### src/rtl/mips_ctl_pkg.sv
// Shared definitions for the multi-cycle MIPS main control FSM.
// Latency: n/a (types and constants only).
// Backpressure: n/a.
// Contents: FSM state enum, opcode constants, ALUOp / PCSource / ALUSrcB encodings,
// and the packed control word the FSM decodes each cycle.
package mips_ctl_pkg;

    typedef enum logic [3:0] {
        S_FETCH    = 4'd0,
        S_DECODE   = 4'd1,
        S_MEMADR   = 4'd2,
        S_MEMRD    = 4'd3,
        S_MEMWB    = 4'd4,
        S_MEMWR    = 4'd5,
        S_EXEC_R   = 4'd6,
        S_RTYPE_WB = 4'd7,
        S_EXEC_I   = 4'd8,
        S_ITYPE_WB = 4'd9,
        S_BRANCH   = 4'd10,
        S_JUMP     = 4'd11
    } state_t;

    localparam logic [5:0] OP_R    = 6'b000000;
    localparam logic [5:0] OP_LW   = 6'b100011;
    localparam logic [5:0] OP_SW   = 6'b101011;
    localparam logic [5:0] OP_BEQ  = 6'b000100;
    localparam logic [5:0] OP_J    = 6'b000010;
    localparam logic [5:0] OP_ADDI = 6'b001000;

    localparam logic [1:0] ALUOP_ADD   = 2'b00;
    localparam logic [1:0] ALUOP_SUB   = 2'b01;
    localparam logic [1:0] ALUOP_FUNCT = 2'b10;

    localparam logic [1:0] PCSRC_ALU    = 2'b00;
    localparam logic [1:0] PCSRC_ALUOUT = 2'b01;
    localparam logic [1:0] PCSRC_JUMP   = 2'b10;

    localparam logic [1:0] SRCB_B       = 2'b00;
    localparam logic [1:0] SRCB_FOUR    = 2'b01;
    localparam logic [1:0] SRCB_IMM     = 2'b10;
    localparam logic [1:0] SRCB_IMM_SH2 = 2'b11;

    // One cycle's worth of datapath control, plus the retire pulse.
    typedef struct packed {
        logic       pc_write;
        logic       pc_write_cond;
        logic       iord;
        logic       mem_read;
        logic       mem_write;
        logic       mem_to_reg;
        logic       ir_write;
        logic [1:0] pc_source;
        logic [1:0] alu_op;
        logic [1:0] alu_src_b;
        logic       alu_src_a;
        logic       reg_write;
        logic       reg_dst;
        logic       retire;
    } ctl_t;

endpackage

### src/rtl/multicycle_control_if.sv
// Bundle between the main control FSM and the multi-cycle datapath/memory.
// Latency: n/a (wires only).
// Backpressure: MemReady from memory stalls the FSM in its memory-access states.
// Ports: master = control FSM (drives controls, status); slave = datapath side.
interface multicycle_control_if #(
    parameter int OP_W         = 6,
    parameter int RETIRE_CNT_W = 16
);
    logic [OP_W-1:0]         Opcode;
    logic                    Zero;
    logic                    MemReady;
    logic                    PCWrite;
    logic                    PCWriteCond;
    logic                    IorD;
    logic                    MemRead;
    logic                    MemWrite;
    logic                    MemtoReg;
    logic                    IRWrite;
    logic [1:0]              PCSource;
    logic [1:0]              ALUOp;
    logic [1:0]              ALUSrcB;
    logic                    ALUSrcA;
    logic                    RegWrite;
    logic                    RegDst;
    logic                    Retire;
    logic                    Illegal;
    logic [RETIRE_CNT_W-1:0] RetireCount;

    modport master (
        input  Opcode, Zero, MemReady,
        output PCWrite, PCWriteCond, IorD, MemRead, MemWrite, MemtoReg, IRWrite,
               PCSource, ALUOp, ALUSrcB, ALUSrcA, RegWrite, RegDst,
               Retire, Illegal, RetireCount
    );

    modport slave (
        output Opcode, Zero, MemReady,
        input  PCWrite, PCWriteCond, IorD, MemRead, MemWrite, MemtoReg, IRWrite,
               PCSource, ALUOp, ALUSrcB, ALUSrcA, RegWrite, RegDst,
               Retire, Illegal, RetireCount
    );
endinterface

### src/rtl/multicycle_control.sv
// Main control FSM for the multi-cycle MIPS datapath; counts retired and flags illegal opcodes.
// Latency: controls are combinational from state (+MemReady); LW 5, SW/R/ADDI 4, BEQ/J 3 cycles.
// Backpressure: holds in FETCH/MEMRD/MEMWR with request held steady until MemReady.
// Ports: clk, rst_n (async active-low); ctl_if.master carries Opcode/Zero/MemReady in and
// all datapath controls, Retire, Illegal and RetireCount out.
module multicycle_control
    import mips_ctl_pkg::*;
#(
    parameter int OP_W         = 6,
    parameter int RETIRE_CNT_W = 16
) (
    input  logic                 clk,
    input  logic                 rst_n,
    multicycle_control_if.master ctl_if
);

    state_t                  r_state;
    state_t                  w_next;
    ctl_t                    w_ctl;
    logic                    w_set_illegal;
    logic                    r_illegal;
    logic [RETIRE_CNT_W-1:0] r_retire_cnt;

    always_ff @(posedge clk or negedge rst_n) begin
        if (!rst_n) begin
            r_state      <= S_FETCH;
            r_illegal    <= 1'b0;
            r_retire_cnt <= '0;
        end else begin
            r_state <= w_next;
            if (w_set_illegal)
                r_illegal <= 1'b1;
            if (w_ctl.retire)
                r_retire_cnt <= r_retire_cnt + RETIRE_CNT_W'(1);
        end
    end

    always_comb begin
        w_ctl         = '0;
        w_next        = S_FETCH;
        w_set_illegal = 1'b0;
        unique case (r_state)
            S_FETCH: begin
                // PC += 4 and IR load happen only on the cycle memory delivers the word.
                w_ctl.mem_read  = 1'b1;
                w_ctl.alu_src_b = SRCB_FOUR;
                w_ctl.alu_op    = ALUOP_ADD;
                w_ctl.pc_source = PCSRC_ALU;
                w_ctl.ir_write  = ctl_if.MemReady;
                w_ctl.pc_write  = ctl_if.MemReady;
                w_next          = ctl_if.MemReady ? S_DECODE : S_FETCH;
            end
            S_DECODE: begin
                // Speculatively compute the branch target into ALUOut.
                w_ctl.alu_src_b = SRCB_IMM_SH2;
                w_ctl.alu_op    = ALUOP_ADD;
                case (ctl_if.Opcode)
                    OP_LW, OP_SW: w_next = S_MEMADR;
                    OP_R:         w_next = S_EXEC_R;
                    OP_BEQ:       w_next = S_BRANCH;
                    OP_J:         w_next = S_JUMP;
                    OP_ADDI:      w_next = S_EXEC_I;
                    default: begin
                        w_next        = S_FETCH;
                        w_set_illegal = 1'b1;
                    end
                endcase
            end
            S_MEMADR: begin
                w_ctl.alu_src_a = 1'b1;
                w_ctl.alu_src_b = SRCB_IMM;
                w_ctl.alu_op    = ALUOP_ADD;
                w_next          = (ctl_if.Opcode == OP_LW) ? S_MEMRD : S_MEMWR;
            end
            S_MEMRD: begin
                w_ctl.mem_read = 1'b1;
                w_ctl.iord     = 1'b1;
                w_next         = ctl_if.MemReady ? S_MEMWB : S_MEMRD;
            end
            S_MEMWB: begin
                w_ctl.reg_write  = 1'b1;
                w_ctl.mem_to_reg = 1'b1;
                w_ctl.retire     = 1'b1;
            end
            S_MEMWR: begin
                w_ctl.mem_write = 1'b1;
                w_ctl.iord      = 1'b1;
                w_ctl.retire    = ctl_if.MemReady;
                w_next          = ctl_if.MemReady ? S_FETCH : S_MEMWR;
            end
            S_EXEC_R: begin
                w_ctl.alu_src_a = 1'b1;
                w_ctl.alu_src_b = SRCB_B;
                w_ctl.alu_op    = ALUOP_FUNCT;
                w_next          = S_RTYPE_WB;
            end
            S_RTYPE_WB: begin
                w_ctl.reg_write = 1'b1;
                w_ctl.reg_dst   = 1'b1;
                w_ctl.retire    = 1'b1;
            end
            S_EXEC_I: begin
                w_ctl.alu_src_a = 1'b1;
                w_ctl.alu_src_b = SRCB_IMM;
                w_ctl.alu_op    = ALUOP_ADD;
                w_next          = S_ITYPE_WB;
            end
            S_ITYPE_WB: begin
                w_ctl.reg_write = 1'b1;
                w_ctl.retire    = 1'b1;
            end
            S_BRANCH: begin
                w_ctl.alu_src_a     = 1'b1;
                w_ctl.alu_src_b     = SRCB_B;
                w_ctl.alu_op        = ALUOP_SUB;
                w_ctl.pc_write_cond = 1'b1;
                w_ctl.pc_source     = PCSRC_ALUOUT;
                w_ctl.retire        = 1'b1;
            end
            S_JUMP: begin
                w_ctl.pc_write  = 1'b1;
                w_ctl.pc_source = PCSRC_JUMP;
                w_ctl.retire    = 1'b1;
            end
            default: begin
                // Unused encodings: all controls idle, recover to FETCH.
                w_ctl  = '0;
                w_next = S_FETCH;
            end
        endcase
    end

    // Controls are gated by rst_n so they drop to zero the instant reset asserts.
    assign ctl_if.PCWrite     = rst_n & w_ctl.pc_write;
    assign ctl_if.PCWriteCond = rst_n & w_ctl.pc_write_cond;
    assign ctl_if.IorD        = rst_n & w_ctl.iord;
    assign ctl_if.MemRead     = rst_n & w_ctl.mem_read;
    assign ctl_if.MemWrite    = rst_n & w_ctl.mem_write;
    assign ctl_if.MemtoReg    = rst_n & w_ctl.mem_to_reg;
    assign ctl_if.IRWrite     = rst_n & w_ctl.ir_write;
    assign ctl_if.PCSource    = {2{rst_n}} & w_ctl.pc_source;
    assign ctl_if.ALUOp       = {2{rst_n}} & w_ctl.alu_op;
    assign ctl_if.ALUSrcB     = {2{rst_n}} & w_ctl.alu_src_b;
    assign ctl_if.ALUSrcA     = rst_n & w_ctl.alu_src_a;
    assign ctl_if.RegWrite    = rst_n & w_ctl.reg_write;
    assign ctl_if.RegDst      = rst_n & w_ctl.reg_dst;
    assign ctl_if.Retire      = rst_n & w_ctl.retire;
    assign ctl_if.Illegal     = r_illegal;
    assign ctl_if.RetireCount = r_retire_cnt;

endmodule

### src/flat_wrapper.sv
// flat-port wrapper written by rule: the top's interface ports become plain ports
module multicycle_control_flat import mips_ctl_pkg::*;
#(
    parameter int OP_W         = 6,
    parameter int RETIRE_CNT_W = 16
)
  (clk, rst_n, ctl_if_Opcode, ctl_if_Zero, ctl_if_MemReady, ctl_if_PCWrite, ctl_if_PCWriteCond, ctl_if_IorD, ctl_if_MemRead, ctl_if_MemWrite, ctl_if_MemtoReg, ctl_if_IRWrite, ctl_if_PCSource, ctl_if_ALUOp, ctl_if_ALUSrcB, ctl_if_ALUSrcA, ctl_if_RegWrite, ctl_if_RegDst, ctl_if_Retire, ctl_if_Illegal, ctl_if_RetireCount);
  multicycle_control_if #(.OP_W(OP_W), .RETIRE_CNT_W(RETIRE_CNT_W)) ctl_if_i ();
  input  logic clk;
  input  logic rst_n;
  input wire logic [$bits(ctl_if_i.Opcode)-1:0] ctl_if_Opcode;
  input wire logic [$bits(ctl_if_i.Zero)-1:0] ctl_if_Zero;
  input wire logic [$bits(ctl_if_i.MemReady)-1:0] ctl_if_MemReady;
  output wire logic [$bits(ctl_if_i.PCWrite)-1:0] ctl_if_PCWrite;
  output wire logic [$bits(ctl_if_i.PCWriteCond)-1:0] ctl_if_PCWriteCond;
  output wire logic [$bits(ctl_if_i.IorD)-1:0] ctl_if_IorD;
  output wire logic [$bits(ctl_if_i.MemRead)-1:0] ctl_if_MemRead;
  output wire logic [$bits(ctl_if_i.MemWrite)-1:0] ctl_if_MemWrite;
  output wire logic [$bits(ctl_if_i.MemtoReg)-1:0] ctl_if_MemtoReg;
  output wire logic [$bits(ctl_if_i.IRWrite)-1:0] ctl_if_IRWrite;
  output wire logic [$bits(ctl_if_i.PCSource)-1:0] ctl_if_PCSource;
  output wire logic [$bits(ctl_if_i.ALUOp)-1:0] ctl_if_ALUOp;
  output wire logic [$bits(ctl_if_i.ALUSrcB)-1:0] ctl_if_ALUSrcB;
  output wire logic [$bits(ctl_if_i.ALUSrcA)-1:0] ctl_if_ALUSrcA;
  output wire logic [$bits(ctl_if_i.RegWrite)-1:0] ctl_if_RegWrite;
  output wire logic [$bits(ctl_if_i.RegDst)-1:0] ctl_if_RegDst;
  output wire logic [$bits(ctl_if_i.Retire)-1:0] ctl_if_Retire;
  output wire logic [$bits(ctl_if_i.Illegal)-1:0] ctl_if_Illegal;
  output wire logic [$bits(ctl_if_i.RetireCount)-1:0] ctl_if_RetireCount;
  assign ctl_if_i.Opcode = ctl_if_Opcode;
  assign ctl_if_i.Zero = ctl_if_Zero;
  assign ctl_if_i.MemReady = ctl_if_MemReady;
  assign ctl_if_PCWrite = ctl_if_i.PCWrite;
  assign ctl_if_PCWriteCond = ctl_if_i.PCWriteCond;
  assign ctl_if_IorD = ctl_if_i.IorD;
  assign ctl_if_MemRead = ctl_if_i.MemRead;
  assign ctl_if_MemWrite = ctl_if_i.MemWrite;
  assign ctl_if_MemtoReg = ctl_if_i.MemtoReg;
  assign ctl_if_IRWrite = ctl_if_i.IRWrite;
  assign ctl_if_PCSource = ctl_if_i.PCSource;
  assign ctl_if_ALUOp = ctl_if_i.ALUOp;
  assign ctl_if_ALUSrcB = ctl_if_i.ALUSrcB;
  assign ctl_if_ALUSrcA = ctl_if_i.ALUSrcA;
  assign ctl_if_RegWrite = ctl_if_i.RegWrite;
  assign ctl_if_RegDst = ctl_if_i.RegDst;
  assign ctl_if_Retire = ctl_if_i.Retire;
  assign ctl_if_Illegal = ctl_if_i.Illegal;
  assign ctl_if_RetireCount = ctl_if_i.RetireCount;
  multicycle_control #(.OP_W(OP_W), .RETIRE_CNT_W(RETIRE_CNT_W)) u_core (.clk(clk), .rst_n(rst_n), .ctl_if(ctl_if_i));
endmodule
### config.mk
export PLATFORM = sky130hd
export DESIGN_NAME = multicycle_control_flat
export DESIGN_NICKNAME = d
export VERILOG_FILES = /design/src/rtl/mips_ctl_pkg.sv /design/src/rtl/multicycle_control_if.sv /design/src/rtl/multicycle_control.sv /design/src/flat_wrapper.sv
export SDC_FILE = /design/constraint.sdc
export NUM_CORES = 1
export LEC_CHECK = 0
export BUFFER_PORTS_ARGS = -buffer_cell sky130_fd_sc_hd__buf_2
export CAP_MARGIN = 20
export CORE_MARGIN = 1
export CORE_UTILIZATION = 40
export CTS_BUF_LIST = sky130_fd_sc_hd__clkbuf_8
export DETAILED_ROUTE_END_ITERATION = 10
export PLACE_DENSITY_LB_ADDON = 0.08
export SLEW_MARGIN = 15
export SYNTH_ARGS = -nofsm -noshare
export SYNTH_HDL_FRONTEND = slang
export SYNTH_SLANG_ARGS = --single-unit
### constraint.sdc
create_clock -name clk -period 1.3 [get_ports clk]
set_input_delay 0.195 -clock clk [delete_from_list [all_inputs] [get_ports clk]]
set_output_delay 0.195 -clock clk [all_outputs]
set_load 0.1 [all_outputs]
==> results of run 1 <==
[metrics by stage]
step	hold slack, ns	std cells	TNS [ns]	cell area (um^2)	setup WS (ns)
after CTS	0.0259	294	-10.68	2990	-0.450
after detailed placement	0.234	276	-6.67	2670	-0.265
after global placement	0.220	276	-3.63	2670	-0.170
after floorplan	-0.101	152	-6.12	1650	-0.673
[cell families after synthesis]
family                     count (synthesis)  share of synthesized area
muxes                                      2                     0.0154
AOI/OAI and AO/OA                         22                      0.123
buffers and inverters                     10                     0.0389
and+or+nand+nor                           79                      0.326
adders and majority gates                  1                    0.00904
DFF                                       21                      0.380
xor gates and xnor gates                  17                      0.108
[what timing repair did]
action | 4_1_cts
gates resized for setup | 42
hold endpoints to repair | 2
pin swaps | 15
setup endpoints to repair | 39
hold buffers | 1
cloned | 1
buffers inserted | 12
==> reports/qor.yml, run 1 <==
run_status:
  lastStage: "global routing"
  status: "aborted with a tool error"
  stop_error: "[ERROR DPL-0038] Utilization greater than 100%, impossible to legalize"
floorplanning:
  floorplan.initialDensity: 0.435
  die_h_um: 60.8
  io_pins: 44
  rows: 20
  dieWidth_um: 60.8
clock_tree:
  numCtsBuffers: 3
  cts_max_path_buffers: 2
  root_buffer: "clkbuf_8"
  ctsHtreeMaxLevel: 1
  cts_sinks: 21
logic_synthesis:
  yosysMostFrequentCell: "dfrtp_1"
  ys_types: 39
  synth.area.top_cells: "dfrtp_1 (38%), xnor2_1 (9.5%), nand4_1 (5.4%)"
  synth_top_area_share: 0.380
  yosys_warnings: 0
  synth_common_cells: "dfrtp_1 (21), xnor2_1 (15), nand4_1 (12), nor2_1 (12), and3_1 (8)"
  ys_ff_latch: 21
  syn-num-nets: 163
  ys_seq_area_frac: 0.380
  syn-cell-area_um2: 1380
  synth-edff-count: 0
  synthCells: 152
  yosysTopAreaCell: "dfrtp_1"
  syn_area_per_cell_um2: 9.10
  async_flop_share: 1.00
  synth_top_flop_cell: "dfrtp_1"
sta:
  worstEpCategory: "primary output"
  worstEndpointGrtRepair: "ctl_if_Retire"
placed_design:
  gp_congestion: 0.859
  io_buffers: 42
  dp_hpwl_um: 3620
global_route:
  grt_max_degree: 17
==> run 2, diff against run 1 <==
CORE_UTILIZATION = 25   (was 40)
CTS_BUF_LIST = not set   (was sky130_fd_sc_hd__clkbuf_8)
PLACE_DENSITY_LB_ADDON = 0.15   (was 0.08)
clock period = 1.7 ns   (was 1.3 ns; I/O delays follow)
==> run 2 against run 1 <==
Against the previous run: the flow now finishes, with violations (setup timing); synthesized area did not move; synthesized cell count unchanged.
==> reports/qor.yml, run 2 <==
logic_synthesis:
  ys_types: 39
  ys_ff_latch: 21
  synthCells: 152
  async_flop_share: 1.00
  synth_top_flop_cell: "dfrtp_1"
  synth-edff-count: 0
  ys_seq_area_frac: 0.380
  yosys_warnings: 0
  synth_common_cells: "dfrtp_1 (21), xnor2_1 (15), nand4_1 (12), nor2_1 (12), and3_1 (8)"
  yosysMostFrequentCell: "dfrtp_1"
  synth_top_area_share: 0.380
  yosysTopAreaCell: "dfrtp_1"
  synth.area.top_cells: "dfrtp_1 (38%), xnor2_1 (9.5%), nand4_1 (5.4%)"
  syn-cell-area_um2: 1380
  syn-num-nets: 163
  syn_area_per_cell_um2: 9.10
floorplanning:
  fp.coreArea_um2: 5200
  design.die.area_um2: 5840
  die_h_um: 76.4
  io_pins: 44
  rows: 26
  floorplan.initialDensity: 0.266
  dieWidth_um: 76.4
placed_design:
  gp_congestion: 0.819
  dp_hpwl_um: 3080
  io_buffers: 42
  placed_area_um2: 2170
global_route:
  grt_pass1_wl_um: 6880
  first_global_vias: 1395
  grt_use_total: 0.144
  gr-total-overflow: 0
  grt_antenna_before_repair: 0
  grt_max_degree: 15
cells_and_area:
  drive_gt1_frac: 0.559
  register_area_um2: 547
  largest_register_ffs: 16
  num-fill-cells: 502
  final_cell_mix: "buf_2 (25), buf_4 (22), buf_12 (17), dfrtp_2 (17), xnor2_1 (15)"
  final_common_cell: "buf_2"
  final_nets: 234
  multi_input_area_um2: 978
  finalInstanceArea_um2: 2400
  syn2layout_area_growth_pct: 73.5
  num_antenna_cells: 0
setup_path:
  path_class: "flop to output pin"
  crit_fanout: 4
  rr_startpoint: "u_core.r_state[0]$_DFF_PN0_"
  cp-start-kind: "flop"
  reg2reg_depth: 7
  end_kind: "output pin"
  startpoint: "u_core.r_state[3]$_DFF_PN0_"
  worst_ep_arrival_time_ns: 1.51
  r2r_slack_ns: 0.12
  cp.required_ns: 1.44
clock_tree:
  root_buffer: "clkbuf_8"
  cts_tree: "built"
  cts_max_path_buffers: 2
  ctsHtreeMaxLevel: 1
  worstSkewPairLatency_ns: 0.25
  postCtsHoldBufs: 0
  numCtsBuffers: 3
  path_clk_slew_ns: 0.07
  cts_sinks: 21
detailed_routing:
  met3_length_um: 175
  ant_nets: 0
  wl_um: 4030
  routed-wl-met2_um: 1940
  avgViaCountPerCell: 5.05
  vias: 1474
  avgRoutedWirePerCell_um: 13.8
  drc: 0
  top_layer: "met4"
  dr.pass1.iters: 4
  drtIter0Drc: 52
  m1WireLength_um: 1900
sta:
  finClkSkew_ns: 0.00246
  finalMaxSlewViolations: 0
  hold_violations: 0
  fin_crit_sh: 1.04
  slew_headroom: 0.676
  fmax_ghz: 0.567
  setup_ws_ns: -0.0638
  rsz0062_at_grt: "true"
  setup_violations: 12
  tightest_slew_ns: 0.490
  fin_crit_ns: 1.76
hold_path:
  hp-class: "input pin to asynchronous set/reset pin"
job:
  cap_violations: 0
power:
  p_leak_nw: 1.03
  power.density_nw_per_um2: 969
  ir_drop_mv: 0.497
  power.total_w: 0.00233
run_status:
  status: "finished with violations"
  violations: "setup timing"
## run 2: final timing paths
kind	end
max	ctl_if_RegWrite
min	u_core.r_state[0]$_DFF_PN0_
max reg2reg	u_core.ctl_if.RetireCount[8]$_DFFE_PN0P_
min reg2reg	u_core.ctl_if.Illegal$_DFFE_PN0P_
max in group asynchronous	u_core.ctl_if.RetireCount[11]$_DFFE_PN0P_
min in group clk	u_core.r_state[1]$_DFF_PN0_
## run 2: what timing repair did
item                                    4_1_cts  5_1_grt
gates resized for setup                      25        9
setup buffers                                 6        4
endpoints found under the setup margin       17       15
pin swaps                                     8        6
## run 2: routing by layer
layer / GRT usage / up-vias
met5: 0 / -
met2: 0.232 / 46
li1: - / 705
met1: 0.201 / 721
met4: 0.0404 / 0
met3: 0.0168 / 2
## run 2: cell type report
class	count	area share
tap	70	0.0365
sequential	21	0.228
multi-input combinational	121	0.408
clock buffer	4	0.0188
inverter	3	0.00469
timing repair buffer	73	0.305
## run 2: metrics by stage
stage	setup slack (ns)	hold WS, ns	instances	setup TNS (ns)	util
2_1_floorplan	-0.333	-0.0406	152	-1.27	-
3_3_place_gp	0.0888	0.304	278	0	0.418
3_5_place_dp	0.0450	0.320	278	0	0.418
4_1_cts	-0.103	0.0645	288	-0.629	0.449
5_1_grt	-0.117	0.0699	292	-1.21	0.461
6_report	-0.0638	0.0745	292	-0.375	0.461
## run 2: critical path: stages, from the launching register on
cell	delay, ns
dfrtp_2	0.45
buf_6	0.15
o32a_1	0.36
nor2_4	0.11
buf_12	0.18
## run 2: where the power goes
part | internal [W] | switching [W]
Combinational | 0.000472 | 0.000879
Sequential | 0.000561 | 0.0000994
Clock | 0.000166 | 0.000148
## run 2: cell families after synthesis
| family | share of synthesized area |
|---|---|
| AO/OA/AOI/OAI | 0.123 |
| flip-flops | 0.380 |
| multiplexers | 0.0154 |
| buffers and inverters | 0.0389 |
| adder cells (fa/ha/maj) | 0.00904 |
| AND/OR/NAND/NOR | 0.326 |
| XOR/XNOR | 0.108 |
(Power assumes the default switching activity.)
